[src/rtl/mul_div_unit.sv]
// ============================================================================
// Module      : mul_div_unit
// Description : Iterative radix-2 RV32M multiply/divide unit with a
//               start/busy/done handshake and flush abort.
// Revision    : 1.0 - initial release
// ============================================================================
`default_nettype none

module mul_div_unit #(
    parameter int DATA_W = 32,
    parameter int CNT_W  = $clog2(DATA_W) + 1
) (
    input  logic              clk,
    input  logic              arst_n,
    input  logic              start,
    input  logic [2:0]        func3,
    input  logic [DATA_W-1:0] op_a,
    input  logic [DATA_W-1:0] op_b,
    input  logic              flush,
    output logic              busy,
    output logic              done,
    output logic [DATA_W-1:0] result
);

    localparam logic [1:0] c_st_idle  = 2'd0;
    localparam logic [1:0] c_st_calc  = 2'd1;
    localparam logic [1:0] c_st_fixup = 2'd2;
    localparam logic [1:0] c_st_done  = 2'd3;

    localparam logic [DATA_W-1:0] c_min = {1'b1, {(DATA_W-1){1'b0}}};

    logic [1:0]          r_state;
    logic [1:0]          w_next_state;
    logic [CNT_W-1:0]    r_cnt;
    logic [2:0]          r_func3;
    logic                r_neg;
    logic [2*DATA_W-1:0] r_acc;
    logic [DATA_W-1:0]   r_b;
    logic [DATA_W-1:0]   r_result;

    // Operand decode for the launch cycle
    logic              w_is_div, w_a_signed, w_b_signed, w_a_neg, w_b_neg;
    logic              w_div_zero, w_div_ovf, w_fast, w_launch_ok, w_accept;
    logic [DATA_W-1:0] w_a_mag, w_b_mag;

    assign w_is_div    = func3[2];
    assign w_a_signed  = w_is_div ? ~func3[0] : (func3[1] ^ func3[0]);
    assign w_b_signed  = w_is_div ? ~func3[0] : (func3[1:0] == 2'b01);
    assign w_a_neg     = w_a_signed & op_a[DATA_W-1];
    assign w_b_neg     = w_b_signed & op_b[DATA_W-1];
    assign w_a_mag     = w_a_neg ? -op_a : op_a;
    assign w_b_mag     = w_b_neg ? -op_b : op_b;
    assign w_div_zero  = w_is_div && (op_b == '0);
    assign w_div_ovf   = w_is_div && !func3[0] && (op_a == c_min) && (op_b == '1);
    assign w_fast      = w_div_zero | w_div_ovf;
    assign w_launch_ok = start && !flush;
    assign w_accept    = w_launch_ok && ((r_state == c_st_idle) || (r_state == c_st_done));

    // Multiply step: conditional add into the upper half, then shift right
    logic [DATA_W:0]     w_mul_sum;
    logic [2*DATA_W-1:0] w_mul_step;
    assign w_mul_sum  = {1'b0, r_acc[2*DATA_W-1:DATA_W]} + (r_acc[0] ? {1'b0, r_b} : '0);
    assign w_mul_step = {w_mul_sum, r_acc[DATA_W-1:1]};

    // Restoring divide step: {remainder, dividend/quotient} shifted left
    logic [DATA_W:0]     w_rs;
    logic [DATA_W-1:0]   w_rs_sub;
    logic                w_ge;
    logic [2*DATA_W-1:0] w_div_step;
    assign w_rs       = r_acc[2*DATA_W-1:DATA_W-1];
    assign w_ge       = w_rs >= {1'b0, r_b};
    assign w_rs_sub   = w_rs[DATA_W-1:0] - r_b;
    assign w_div_step = w_ge ? {w_rs_sub, r_acc[DATA_W-2:0], 1'b1}
                             : {w_rs[DATA_W-1:0], r_acc[DATA_W-2:0], 1'b0};

    // Sign correction and output selection
    logic [2*DATA_W-1:0] w_prod_fix;
    logic [DATA_W-1:0]   w_quo_fix, w_rem_fix, w_fix;
    assign w_prod_fix = r_neg ? -r_acc : r_acc;
    assign w_quo_fix  = r_neg ? -r_acc[DATA_W-1:0] : r_acc[DATA_W-1:0];
    assign w_rem_fix  = r_neg ? -r_acc[2*DATA_W-1:DATA_W] : r_acc[2*DATA_W-1:DATA_W];

    always_comb begin
        w_fix = '0;
        case (r_func3)
            3'b000:                 w_fix = w_prod_fix[DATA_W-1:0];
            3'b001, 3'b010, 3'b011: w_fix = w_prod_fix[2*DATA_W-1:DATA_W];
            3'b100, 3'b101:         w_fix = w_quo_fix;
            default:                w_fix = w_rem_fix;
        endcase
    end

    always_ff @(posedge clk) begin
        if (!arst_n) begin
            r_state <= c_st_idle;
        end else begin
            r_state <= w_next_state;
        end
    end

    always_comb begin
        w_next_state = r_state;
        case (r_state)
            c_st_idle:  if (w_launch_ok) w_next_state = w_fast ? c_st_fixup : c_st_calc;
            c_st_calc: begin
                if (flush)                        w_next_state = c_st_idle;
                else if (r_cnt == CNT_W'(1))      w_next_state = c_st_fixup;
            end
            c_st_fixup: w_next_state = flush ? c_st_idle : c_st_done;
            default:    w_next_state = w_launch_ok ? (w_fast ? c_st_fixup : c_st_calc) : c_st_idle;
        endcase
    end

    always_comb begin
        busy   = (r_state == c_st_calc) || (r_state == c_st_fixup);
        done   = (r_state == c_st_done);
        result = r_result;
    end

    // Fast-path operations preload the accumulator with the final quotient/remainder
    always_ff @(posedge clk) begin
        if (!arst_n) begin
            r_cnt    <= '0;
            r_func3  <= '0;
            r_neg    <= 1'b0;
            r_acc    <= '0;
            r_b      <= '0;
            r_result <= '0;
        end else begin
            if (w_accept) begin
                r_func3 <= func3;
                r_cnt   <= CNT_W'(DATA_W);
                if (w_div_zero) begin
                    r_acc <= {op_a, {DATA_W{1'b1}}};
                    r_b   <= '0;
                    r_neg <= 1'b0;
                end else if (w_div_ovf) begin
                    r_acc <= {{DATA_W{1'b0}}, c_min};
                    r_b   <= '0;
                    r_neg <= 1'b0;
                end else if (w_is_div) begin
                    r_acc <= {{DATA_W{1'b0}}, w_a_mag};
                    r_b   <= w_b_mag;
                    r_neg <= func3[1] ? w_a_neg : (w_a_neg ^ w_b_neg);
                end else begin
                    r_acc <= {{DATA_W{1'b0}}, w_b_mag};
                    r_b   <= w_a_mag;
                    r_neg <= w_a_neg ^ w_b_neg;
                end
            end else if ((r_state == c_st_calc) && !flush) begin
                r_cnt <= r_cnt - CNT_W'(1);
                r_acc <= r_func3[2] ? w_div_step : w_mul_step;
            end
            if ((r_state == c_st_fixup) && !flush) begin
                r_result <= w_fix;
            end
        end
    end

endmodule

`default_nettype wire

[config.mk]
export PLATFORM = sky130hd
export DESIGN_NAME = mul_div_unit
export DESIGN_NICKNAME = d
export VERILOG_FILES = /design/src/rtl/mul_div_unit.sv
export SDC_FILE = /design/constraint.sdc
export NUM_CORES = 1
export LEC_CHECK = 0
export CAP_MARGIN = 20
export CORE_UTILIZATION = 35
export CTS_CLUSTER_DIAMETER = 60
export DETAILED_ROUTE_END_ITERATION = 16
export GPL_TIMING_DRIVEN = 0
export SETUP_SLACK_MARGIN = 0.4
export SLEW_MARGIN = 25
export SYNTH_ARGS = -nofsm -noshare
export SYNTH_HDL_FRONTEND = slang
export SYNTH_SLANG_ARGS = --single-unit
[constraint.sdc]
create_clock -name clk -period 3 [get_ports clk]
set_input_delay 0.75 -clock clk [delete_from_list [all_inputs] [get_ports clk]]
set_output_delay 0.75 -clock clk [all_outputs]
set_load 0.02 [all_outputs]
==> results.cfg <==
[drt]
drc = 0
viasPerCell = 6.393
routed_wirelength_mm = 78.83
vias = 18730
dr.pass1.iters = 8
drt_iter0_markers = 2237
avgRoutedWirePerCell_um = 26.91
ant_nets = 0

[floorplanning]
floorplan.initialDensity_pct = 35.58
die_area_um2 = 42420
die_w_um = 206.0
die_h_um = 206.0
rows = 74
core_area_um2 = 40920
io_pins = 105

[place]
portBuffers = 103
post-place-ws_ns = -1.724
post_dp_cell_area_um2 = 16590
place_congestion = 1.035
place_hpwl_mm = 56.46

[cts]
cts_sinks = 140
cts_inserted_buffers = 17
clock_latency_ns = 0.47
htreeDepth = 4
clock_path_buffers = 2
cts_hold_buf = 0
cts_tree = yes
root_buffer = clkbuf_16
clk_pin_slew_ns = 0.07

[yosys]
ys_seq_area_share_pct = 19.25
ys_ff_latch = 140
yosysMostFrequentCell = nand2_1
yosysTopAreaCellShare_pct = 19.25
syn_area_per_cell_um2 = 7.092
synth_top_flop_cell = dfxtp_1
syn_nets = 2202
synthArstFlopShare_pct = 0
synth.area.top_cells = dfxtp_1, o21ai_0, xnor2_1, ha_1, a21oi_1
synthDistinctLibCells = 84
synth_edf_count = 0
synthTopCellsByCount = nand2_1, o21ai_0, nor2_1
yosysTopAreaCell = dfxtp_1
syn-cell-area_um2 = 14560
yosys_warnings = 0
synthCells = 2053

[flow_run]
cap_viol_max_count = 0

[critical_path]
crit_path_cell_trace = inv_6, ha_4, nor2b_4, o21ai_4, a31o_4, a211oi_4, o211ai_1, buf_4, a211oi_4, clkbuf_8, buf_12, nor3_4, o31ai_2, a21oi_1
cp-start-kind = register
cp_common_cell = a211oi_4
cp-startpoint = r_b[1]
worstPathRequired_ns = 3.34
r2r_end = r_acc[44]
worst-path-buf-inv = 4
max_stage_delay_ns = 0.42
rrSetupSlack_ns = -0.05
critical_path_cell_count = 14
r2r_start = r_b[1]
path_max_fanout = 8
reg2reg_depth = 14
critPathCapture = r_acc[44]
end_kind = register
critical_path.slowest_cell = dfxtp_4
crit_type = reg2reg
crit_arrival_ns = 3.39
cp_top_family = compound AO/OA/AOI/OAI gates

[timing]
maxSlewViolCount = 0
fmax_ghz = 0.3278
relSlewSlack_pct = 36.04
rsz0062_at_grt = yes
layout_setup_ws_ns = -0.05027
hold_viol_final = 0
fin_crit_sh_pct = 101.7
min_period_ns = 3.050
finalClockSkew_ns = 0.01662
worst_pin_slew_ns = 0.9594
setup_viol = 11

[hold_path]
min_path_cells = 2
hold_class = reg2reg

[pwr]
p_per_area_nw_per_um2 = 977.4
p_leak_nw = 8.439
peakVddDrop_v = 0.0007826

[global_route]
overflow = 0
grt_first_pass_wirelength_mm = 113.0
grt_max_degree = 17
track_usage_pct = 36.14
first_global_vias = 17570
antenna_found_initial = 0

[run_status]
violations = negative setup slack
outcome = finished, violations left

[cells_and_area]
final_area_um2 = 22430
n_antenna_cell = 0
drive_gt1_share_pct = 34.96
area_growth_pct = 54.08
fin_nets = 2533
==> cells by family (layout without fill, tap and decap cells) <==
logic type	Yosys count	in the layout	synth area share, %
buf+inv	220	564	5.973
xor+xnor	190	190	11.43
mux	45	45	3.120
simple gates	642	642	21.60
compound gates	738	738	31.82
fa+ha+maj	78	78	6.806
flops	140	140	19.25
==> per-layer routing <==
metal	part of all wire [%]	vias to the layer above	global-route usage (%)
li1	-	8163	-
met1	39	9033	46.59
met2	43	1198	55.05
met3	11	332	8.341
met4	6.9	0	20.48
met5	0	-	0
==> area by class of cell <==
class | instances | area [um^2]
inverter | 69 | 300.3
sequential | 140 | 2894
buffer | 151 | 1152
timing repair buffer | 312 | 2983
multi-input combinational | 1693 | 13860
clock inverter | 13 | 133.9
tap | 532 | 665.6
fill | 3777 | 18490
clock buffer | 19 | 442.9
==> layout by cell type (no fill, tap or decap), types with 22 or more instances in the layout <==
cell / instances
a21o_1: 22
a21oi_1: 120
a21oi_2: 41
buf_4: 141
buf_6: 58
clkbuf_1: 69
clkbuf_16: 25
clkbuf_2: 29
clkdlybuf4s50_1: 54
dfxtp_1: 105
ha_1: 41
ha_4: 28
inv_1: 46
mux2i_1: 38
nand2_1: 190
nand3_1: 27
nand4_1: 30
nor2_1: 157
nor3_1: 24
o211ai_1: 35
o21ai_0: 126
o21ai_1: 52
o21ai_2: 49
xnor2_1: 100
xor2_1: 72
==> flip-flops by register name (all words and copies together), names as in the netlist <==
register / cells
r_b: 32
r_state: 2
r_neg: 1
r_cnt: 6
result: 32
r_acc: 64
r_func3: 3
==> metrics by stage <==
stage               TNS [ns]  cells  util [%]  hold WS, ns  power, mW
CTS                  -0.2201   2882     51.26       0.4399      19.55
global route          -1.423   2929     54.82       0.4653      22.77
detailed placement   -132.87   2688     40.54       0.4307      13.31
finish               -0.2738   2929     54.82       0.4347      21.93
global placement     -129.60   2688     40.54       0.4276      13.28
floorplan             -1.126   2053         -       0.4261      9.811
==> worst reg2reg max path: cells and delay by family (launching register included) <==
family | cells | cell delay, ns
simple gates | 2 | 0.21
compound gates | 7 | 1.41
fa+ha+maj | 1 | 0.26
flops | 1 | 0.42
buf+inv | 4 | 0.63
==> power by group <==
| part | total, mW | internal [mW] | switching, mW |
|---|---|---|---|
| Clock | 2.21 | 1.18 | 1.03 |
| Sequential | 3.01 | 2.30 | 0.709 |
| Combinational | 16.7 | 7.16 | 9.54 |
| Total | 21.9 | 10.7 | 11.3 |
==> worst min-delay path by stage <==
stage,slack [ns],end,startpoint
5_1_grt,0.47,result[10],result[10]
3_5_place_dp,0.43,result[24],result[24]
3_3_place_gp,0.43,result[24],result[24]
4_1_cts,0.44,result[24],result[24]
6_report,0.43,result[24],result[24]
2_1_floorplan,0.43,r_b[27],r_b[27]
==> what timing repair did <==
action                                  4_1_cts  5_1_grt
pin swaps                                   237      181
endpoints found under the setup margin      141      135
setup buffers                               149       47
resized for setup                           756      309
gates cloned                                 13        0
No activity file was read; power rests on OpenSTA's default activity.
